### config.mk
export PLATFORM = sky130hd
export DESIGN_NAME = pipe_ctrl
export DESIGN_NICKNAME = d
export VERILOG_FILES = /design/src/rtl/pipe_ctrl.sv
export SDC_FILE = /design/constraint.sdc
export NUM_CORES = 1
export LEC_CHECK = 0
export ABC_CLOCK_PERIOD_IN_PS = 2130
export BUFFER_PORTS_ARGS = -buffer_cell sky130_fd_sc_hd__buf_4
export CORE_ASPECT_RATIO = 0.75
export CORE_UTILIZATION = 42
export CTS_CLUSTER_DIAMETER = 50
export DETAILED_ROUTE_END_ITERATION = 12
export PLACE_DENSITY = 0.75
export SETUP_SLACK_MARGIN = 0.5
export SLEW_MARGIN = 30
export SYNTH_ARGS = -nofsm -noshare
export SYNTH_HDL_FRONTEND = slang
export SYNTH_SLANG_ARGS = --single-unit
### constraint.sdc
create_clock -name clk -period 2.13 [get_ports clk]
set_clock_uncertainty 0.2 [all_clocks]
set_input_delay 0.3195 -clock clk [delete_from_list [all_inputs] [get_ports clk]]
set_output_delay 0.3195 -clock clk [all_outputs]
set_load 0.05 [all_outputs]
### src/rtl/pipe_ctrl.sv
// Pipeline sequencing controller: arbitrates branch, load-use, jump and halt events into
// one set of fetch-stage and pipeline-register controls per clock, plus debug counters.
module pipe_ctrl #(
   parameter int unsigned DRAIN_CYCLES = 4
) (
   input  logic        clk,
   input  logic        rst,
   input  logic        ex1_mem_read,
   input  logic [2:0]  ex1_rd,
   input  logic [2:0]  id_rs1,
   input  logic [2:0]  id_rs2,
   input  logic        id_rs1_used,
   input  logic        id_rs2_used,
   input  logic        id_jump,
   input  logic [15:0] id_jump_target,
   input  logic        id_halt,
   input  logic        ex2_branch,
   input  logic [15:0] ex2_branch_target,
   input  logic        resume,
   output logic        stall_if,
   output logic        flush_if,
   output logic        halt,
   output logic        jump_taken,
   output logic [15:0] jump_target,
   output logic        branch_taken,
   output logic [15:0] branch_target,
   output logic        stall_id,
   output logic        flush_ifid,
   output logic        flush_idex,
   output logic        flush_ex1ex2,
   output logic [15:0] stall_cnt,
   output logic [15:0] flush_cnt,
   output logic [1:0]  state
);

   typedef enum logic [1:0] {
      StRun    = 2'd0,
      StDrain  = 2'd1,
      StHalted = 2'd2
   } state_e;

   localparam logic [3:0] DrainLoad = 4'(DRAIN_CYCLES - 1);

   state_e      state_q, state_d;
   logic [3:0]  drain_q, drain_d;
   logic [15:0] stall_cnt_q, stall_cnt_d;
   logic [15:0] flush_cnt_q, flush_cnt_d;
   logic        lu;

   assign lu = ex1_mem_read & ((id_rs1_used & (id_rs1 == ex1_rd)) |
                               (id_rs2_used & (id_rs2 == ex1_rd)));

   always_comb begin
      state_d       = state_q;
      drain_d       = drain_q;
      stall_if      = 1'b0;
      flush_if      = 1'b0;
      halt          = 1'b0;
      jump_taken    = 1'b0;
      branch_taken  = 1'b0;
      stall_id      = 1'b0;
      flush_ifid    = 1'b0;
      flush_idex    = 1'b0;
      flush_ex1ex2  = 1'b0;
      jump_target   = id_jump_target;
      branch_target = ex2_branch_target;

      unique case (state_q)
         StRun: begin
            if (ex2_branch) begin
               branch_taken = 1'b1;
               flush_if     = 1'b1;
               flush_ifid   = 1'b1;
               flush_idex   = 1'b1;
               flush_ex1ex2 = 1'b1;
            end else if (lu) begin
               stall_if   = 1'b1;
               stall_id   = 1'b1;
               flush_idex = 1'b1;
            end else if (id_jump) begin
               jump_taken = 1'b1;
               flush_if   = 1'b1;
               flush_ifid = 1'b1;
            end else if (id_halt) begin
               stall_if   = 1'b1;
               flush_ifid = 1'b1;
               state_d    = StDrain;
               drain_d    = DrainLoad;
            end
         end
         StDrain: begin
            // A taken branch outranks the pending halt: redirect instead of freezing the PC.
            if (ex2_branch) begin
               branch_taken = 1'b1;
               flush_if     = 1'b1;
               flush_ifid   = 1'b1;
               flush_idex   = 1'b1;
               flush_ex1ex2 = 1'b1;
               state_d      = StRun;
               drain_d      = 4'd0;
            end else begin
               stall_if   = 1'b1;
               flush_ifid = 1'b1;
               if (drain_q == 4'd0) begin
                  state_d = StHalted;
               end else begin
                  drain_d = drain_q - 4'd1;
               end
            end
         end
         StHalted: begin
            halt       = 1'b1;
            stall_if   = 1'b1;
            flush_ifid = 1'b1;
            if (resume) begin
               state_d = StRun;
            end
         end
         default: begin
            state_d = StRun;
            drain_d = 4'd0;
         end
      endcase

      stall_cnt_d = stall_cnt_q;
      if (stall_id && (stall_cnt_q != 16'hFFFF)) begin
         stall_cnt_d = stall_cnt_q + 16'd1;
      end
      flush_cnt_d = flush_cnt_q;
      if ((jump_taken || branch_taken) && (flush_cnt_q != 16'hFFFF)) begin
         flush_cnt_d = flush_cnt_q + 16'd1;
      end
   end

   always_ff @(posedge clk or negedge rst) begin
      if (!rst) begin
         state_q     <= StRun;
         drain_q     <= 4'd0;
         stall_cnt_q <= 16'd0;
         flush_cnt_q <= 16'd0;
      end else begin
         state_q     <= state_d;
         drain_q     <= drain_d;
         stall_cnt_q <= stall_cnt_d;
         flush_cnt_q <= flush_cnt_d;
      end
   end

   assign state     = state_q;
   assign stall_cnt = stall_cnt_q;
   assign flush_cnt = flush_cnt_q;

endmodule

== After elaboration in Yosys (flattened, before gate mapping) ==
Cells that the tools add are included.

* Mux-type cells: 39
* $lt $le $gt $ge: 0
* Multipliers: 0
* Bitwise operators: 5
* Shifts and indexed selects: 0
* Reduce and logical (&&, ||, !) cells: 9
* Div/mod/pow operators: 0
* $add $sub $neg: 3
* Eq/ne operators: 13

{| class="wikitable"
|+ Operators with widths
! cell !! number
|-
| 16-bit by 1-bit adder with 16-bit output, second input constant || 2
|-
| 16-bit inequality test, second input constant || 2
|-
| 4-bit two-way mux || 6
|-
| 1-bit two-way mux || 20
|-
| 2-bit two-way mux || 7
|-
| 4-bit one-hot mux with 3 select lines || 1
|-
| 6-bit AND reduction || 2
|-
| 2-bit inequality test, second input constant || 5
|-
| 3-bit equality test || 2
|-
| 3-bit inequality test, second input constant || 2
|-
| 1-bit one-hot mux with 2 select lines || 3
|-
| 2-bit one-hot mux with 3 select lines || 1
|-
| 4-bit zero test || 1
|-
| 2-bit OR reduction || 2
|-
| 4-bit by 1-bit subtractor with 4-bit output, second input constant || 1
|-
| 1-bit AND || 3
|-
| 1-bit one-hot mux with 3 select lines || 1
|-
| 2-bit by 1-bit equality test with 1-bit output, second input constant || 1
|-
| 2-bit equality test, second input constant || 1
|-
| 1-bit logical AND || 2
|-
| 2-bit zero test || 1
|-
| 1-bit logical OR || 1
|-
| 1-bit inverter || 1
|-
| 1-bit OR || 1
|}

* Register bits: 38
* Bits in latches: 0
* Memory bits (read-only): 0
* Memories kept: 0
* Memory bits (writable): 0
* Output and inout bits: 75

== Depth between registers and ports, before layout ==
* Depth in word-level cells: 9
* Gate-level depth with buffers: 9

== Worst setup path before layout ==
OpenSTA, ideal clock, no wires.

* Path type: reg-to-output
* Start point: register state_q[0] (netlist: state[0])
* End point: output port stall_if
* Cell stages (with the launch flop): 5
* Data arrival time: 2.632 ns
* Setup slack: -1.021 ns
* Path buffers: 0
* Required time: 1.610 ns
* Cells stage by stage: dfrtp_1 > inv_1 > ha_1 > inv_1 > a221oi_1

* Word-level cells in the longest chain between the ends: 2

{| class="wikitable"
|+ Ends and longest elaborated chain
! what !! line !! text
|-
| from (decl) || 44 || <nowiki>state_e state_q, state_d;</nowiki>
|-
| from (signal assigned) || 137 || <nowiki>state_q <= StRun;</nowiki>
|-
| from (signal assigned) || 142 || <nowiki>state_q <= state_d;</nowiki>
|-
| 2-bit equality test, or another cell as far along || 68 || <nowiki>unique case (state_q)</nowiki>
|-
| 1-bit one-hot mux with 3 select lines (*) || 68 ||
|-
| to (decl) || 20 || <nowiki>output logic stall_if,</nowiki>
|}

Mark *: on every way between the ends. The rest lies on a longest branch, timed or not.

== Worst setup path in the final report ==
* Start point: register state_q[0] (netlist: state[0])
* End point: register flush_cnt_q[10] (netlist: flush_cnt[10])

* Word-level cells in the longest chain between the ends: 5

{| class="wikitable"
|+ Ends and longest elaborated chain
! what !! line !! text
|-
| 2-bit by 1-bit equality test with 1-bit output or 2-bit zero test (tied branches) || 68 ||
|-
| 2-bit OR reduction (no source line) || n/a ||
|-
| 1-bit two-way mux || n/a ||
|-
| 1-bit logical OR (*) || 130 || <nowiki>if ((jump_taken || branch_taken) && (flush_cnt_q != 16'hFFFF)) begin</nowiki>
|-
| 1-bit logical AND (*) || 130 ||
|-
| to (signal assigned) || 145 || <nowiki>flush_cnt_q <= flush_cnt_d;</nowiki>
|-
| to (decl) || 47 || <nowiki>logic [15:0] flush_cnt_q, flush_cnt_d;</nowiki>
|}

Marks and branches as above.
A chain may end at the register's enable or synchronous reset.

==> results.py <==
metrics = {
    "sta": {
        "post-route-period-util_pct": 103.4,
        "hold_viol": 0,
        "setup_slack_ns": -0.07277,
        "tightest_slew_ns": 0.4903,
        "max_freq_ghz": 0.4540,
        "rsz0062_at_grt": "true",
        "slew_viol_final": 0,
        "period_minus_slack_ns": 2.203,
        "slew_headroom_pct": 67.32,
        "setup_viol": 7,
    },
    "floorplan": {
        "row_count": 23,
        "core_area_um2": 5525,
        "ios": 125,
        "initial_core_util_pct": 44.97,
        "die_y_um": 68.62,
        "dieArea_um2": 6231,
        "die_w_um": 90.82,
    },
    "clocking": {
        "cts_tree": "done",
        "root_buffer": "clkbuf_8",
        "clk_latency_ns": 0.29,
        "clock_sinks": 38,
        "numCtsBuffers": 5,
        "path_clk_slew_ns": 0.08,
        "cts_max_path_buffers": 2,
        "htreeDepth": 2,
    },
    "routing": {
        "drt-total-wl_um": 6694,
        "drt_first_pass_iters": 4,
        "drtIter0Drc": 68,
        "wl_per_cell_um": 16.65,
        "ant_nets": 0,
        "viasPerCell": 5.420,
        "vias": 2179,
        "drcViolationCount": 0,
    },
    "global_routing": {
        "grt-ovfl-total": 0,
        "antenna_found_initial": 0,
        "track_usage_pct": 21.50,
        "grt_pass1_vias": 2089,
        "grt_max_degree": 39,
        "grt_pass1_wl_um": 10340,
    },
    "layout": {
        "finalNonFillerCells": 402,
        "layout_common_cells": "81 x buf_4, 22 x dfrtp_2, 18 x buf_6",
        "drive_gt1_share_pct": 64.53,
        "syn2layout_area_growth_pct": 57.45,
        "diodes": 0,
        "final_common_cell": "buf_4",
        "fillers": 388,
        "final_nets": 384,
    },
    "synth": {
        "avgSynthCellArea_um2": 9.940,
        "synth-seq-area-share_pct": 38.27,
        "synth_cells": 250,
        "syn-cell-area_um2": 2485,
        "ys_ff_latch": 38,
        "synth.distinct_cells": 48,
        "synth-main-ff-cell": "dfrtp_1",
        "ys_warn_count": 0,
        "synth_async_sr_flop_share_pct": 100.0,
        "synth_enable_flop_cells": 0,
        "syn_nets": 308,
    },
    "placement": {
        "post-place-ws_ns": -0.06073,
        "placedCellCount": 369,
        "io_buffers": 60,
        "place_congestion": 0.7880,
        "hpwl_um": 4312,
    },
    "outcome": {
        "violations": "negative setup slack",
        "status": "finished, violations left",
    },
    "setup_path": {
        "worst_path_largest_cell_delay_ns": 0.45,
        "cp_cell_sequence": "inv_4 > ha_4 > o21ai_4 > inv_6 > buf_4 > a211oi_4 > buf_6 > buf_8 > or4_4 > xnor2_2",
        "critPathArrivalTime_ns": 2.18,
        "cp_slowest_cell": "dfrtp_2",
        "worst_setup_path_end_kind": "register",
        "worst_setup_path_start_kind": "register",
        "crit_path_max_fanout": 6,
        "worst-setup-path-type": "register to register",
        "worst_ep_required_time_ns": 2.11,
    },
    "power_and_ir_drop": {
        "switching_share_pct": 43.99,
        "p_sw_mw": 1.792,
        "internal_power_mw": 2.281,
        "p_leak_nw": 1.725,
        "peakVddDrop_uv": 861.4,
        "power_density_nw_per_um2": 1041,
        "power.clock.fraction_pct": 14.9,
        "seq_power_share_pct": 24.6,
        "pwr-share-comb_pct": 60.5,
    },
    "worst_hold_path": {
        "hold_path_class": "input pin to register",
    },
    "run": {
        "max_cap_viol_count": 0,
    },
}
==> cell type report <==
class / count / area [um^2] / area share (%)
multi-input cells: 164 / 1732 / 44.26
clock inverters: 3 / 40.04 / 1.023
repair buffers: 108 / 955.9 / 24.43
well taps: 75 / 93.84 / 2.398
flip-flops and latches: 38 / 978.4 / 25.01
inverters: 9 / 43.79 / 1.119
clock buffers: 5 / 68.82 / 1.759
==> worst paths after layout <==
check                           cells past startpoint  slack (ns)                      from                         to
min in group asynchronous                           2        0.33                       rst  stall_cnt[13]$_DFFE_PN0P_
worst min register to register                      1        0.28  flush_cnt[5]$_DFFE_PN0P_   flush_cnt[5]$_DFFE_PN0P_
worst max register to register                     10       -0.07      state[0]$_DFFE_PN0P_  flush_cnt[10]$_DFFE_PN0P_
worst max-delay path                               10       -0.07      state[0]$_DFFE_PN0P_  flush_cnt[10]$_DFFE_PN0P_
max in group asynchronous                           2        1.03                       rst   flush_cnt[0]$_DFFE_PN0P_
worst min-delay path                                3        0.16                    resume       state[1]$_DFFE_PN0P_
==> flip-flops by register name, indices dropped and copies added, names as in the netlist <==
register   count
flush_cnt     16
stall_cnt     16
drain_q        4
state          2
==> per-layer routing <==
| layer | global-route usage, % | vias up | wire (um) | part of all wire, % |
|---|---|---|---|---|
| met4 | 8.333 | 0 | 108 | 1.6 |
| met5 | 0 | - | 0 | 0 |
| li1 | - | 1029 | - | - |
| met2 | 36.65 | 49 | 3343 | 50 |
| met3 | 4.167 | 17 | 245 | 3.7 |
| met1 | 27.67 | 1084 | 2997 | 45 |
==> per-stage QoR <==
| stage | util (%) | total power, mW | instance area, um^2 | hold WS, ns | TNS, ns |
|---|---|---|---|---|---|
| after floorplan | - | 2.438 | 2661 | -0.1761 | -1.530 |
| after global placement | 56.07 | 2.786 | 3098 | 0.1181 | -0.03574 |
| after detailed placement | 56.07 | 2.829 | 3098 | 0.1182 | -0.3639 |
| after CTS | 65.81 | 3.814 | 3636 | 0.1498 | -0.1990 |
| after global routing | 70.81 | 4.290 | 3913 | 0.1829 | -0.7813 |
| final | 70.81 | 4.073 | 3913 | 0.1576 | -0.2596 |
==> cell usage after synthesis, types with 2 or more instances <==
master	n	area (um^2)
dfrtp_1	38	950.9
ha_1	8	100.1
buf_4	33	247.7
nor4b_1	2	17.52
o21ai_0	7	35.03
nand2b_1	4	25.02
a21oi_1	2	10.01
nor2b_1	2	12.51
buf_2	3	15.01
xnor2_2	3	48.80
o31ai_1	3	22.52
nand4_1	15	93.84
a211oi_1	2	15.01
nand2_1	10	37.54
or2_2	2	12.51
xor2_1	13	113.9
and4_1	8	70.07
and2_1	3	18.77
clkbuf_1	2	7.510
nor2_1	6	22.52
nor3_1	9	45.04
xnor2_1	18	157.7
inv_1	9	33.78
mux2_2	2	22.52
and3_1	9	56.30
nand3_1	10	50.05
nor4_1	5	31.28
a41oi_1	2	17.52
==> critical path, delay by kind of cell, from the launching register on <==
family / cells / cell delay (ns)
AOI/OAI and AO/OA: 2 / 0.12
xor gates and xnor gates: 1 / 0.15
adders and majority gates: 1 / 0.19
buffers and inverters: 5 / 0.54
DFF: 1 / 0.45
and+or+nand+nor: 1 / 0.44
==> power groups by stage <==
stage               Combinational, mW  Clock, mW  Sequential, mW
detailed placement               1.83          0            1.00
finish                           2.46      0.609            1.00
CTS                              2.20      0.624           0.993
floorplan                        1.10          0            1.33
global route                     2.61      0.655            1.02
global placement                 1.79          0           0.997
==> cells by family (layout without fill, tap and decap cells) <==
logic type	Yosys count	after routing	share of synthesized area (%)
XOR/XNOR	34	34	12.89
multiplexers	4	4	1.762
AND/OR/NAND/NOR	90	90	21.50
flip-flops	38	38	38.27
buffers and inverters	48	125	12.69
AO/OA/AOI/OAI	28	28	8.863
adder cells (fa/ha/maj)	8	8	4.028
==> repair_timing <==
item,in CTS,in global routing
gates cloned,1,0
setup buffers,10,13
resized for setup,69,37
pin swaps,22,15
hold buffers,1,0
hold endpoints to repair,38,0
setup endpoints to repair,47,47
(Power assumes the default switching activity.)
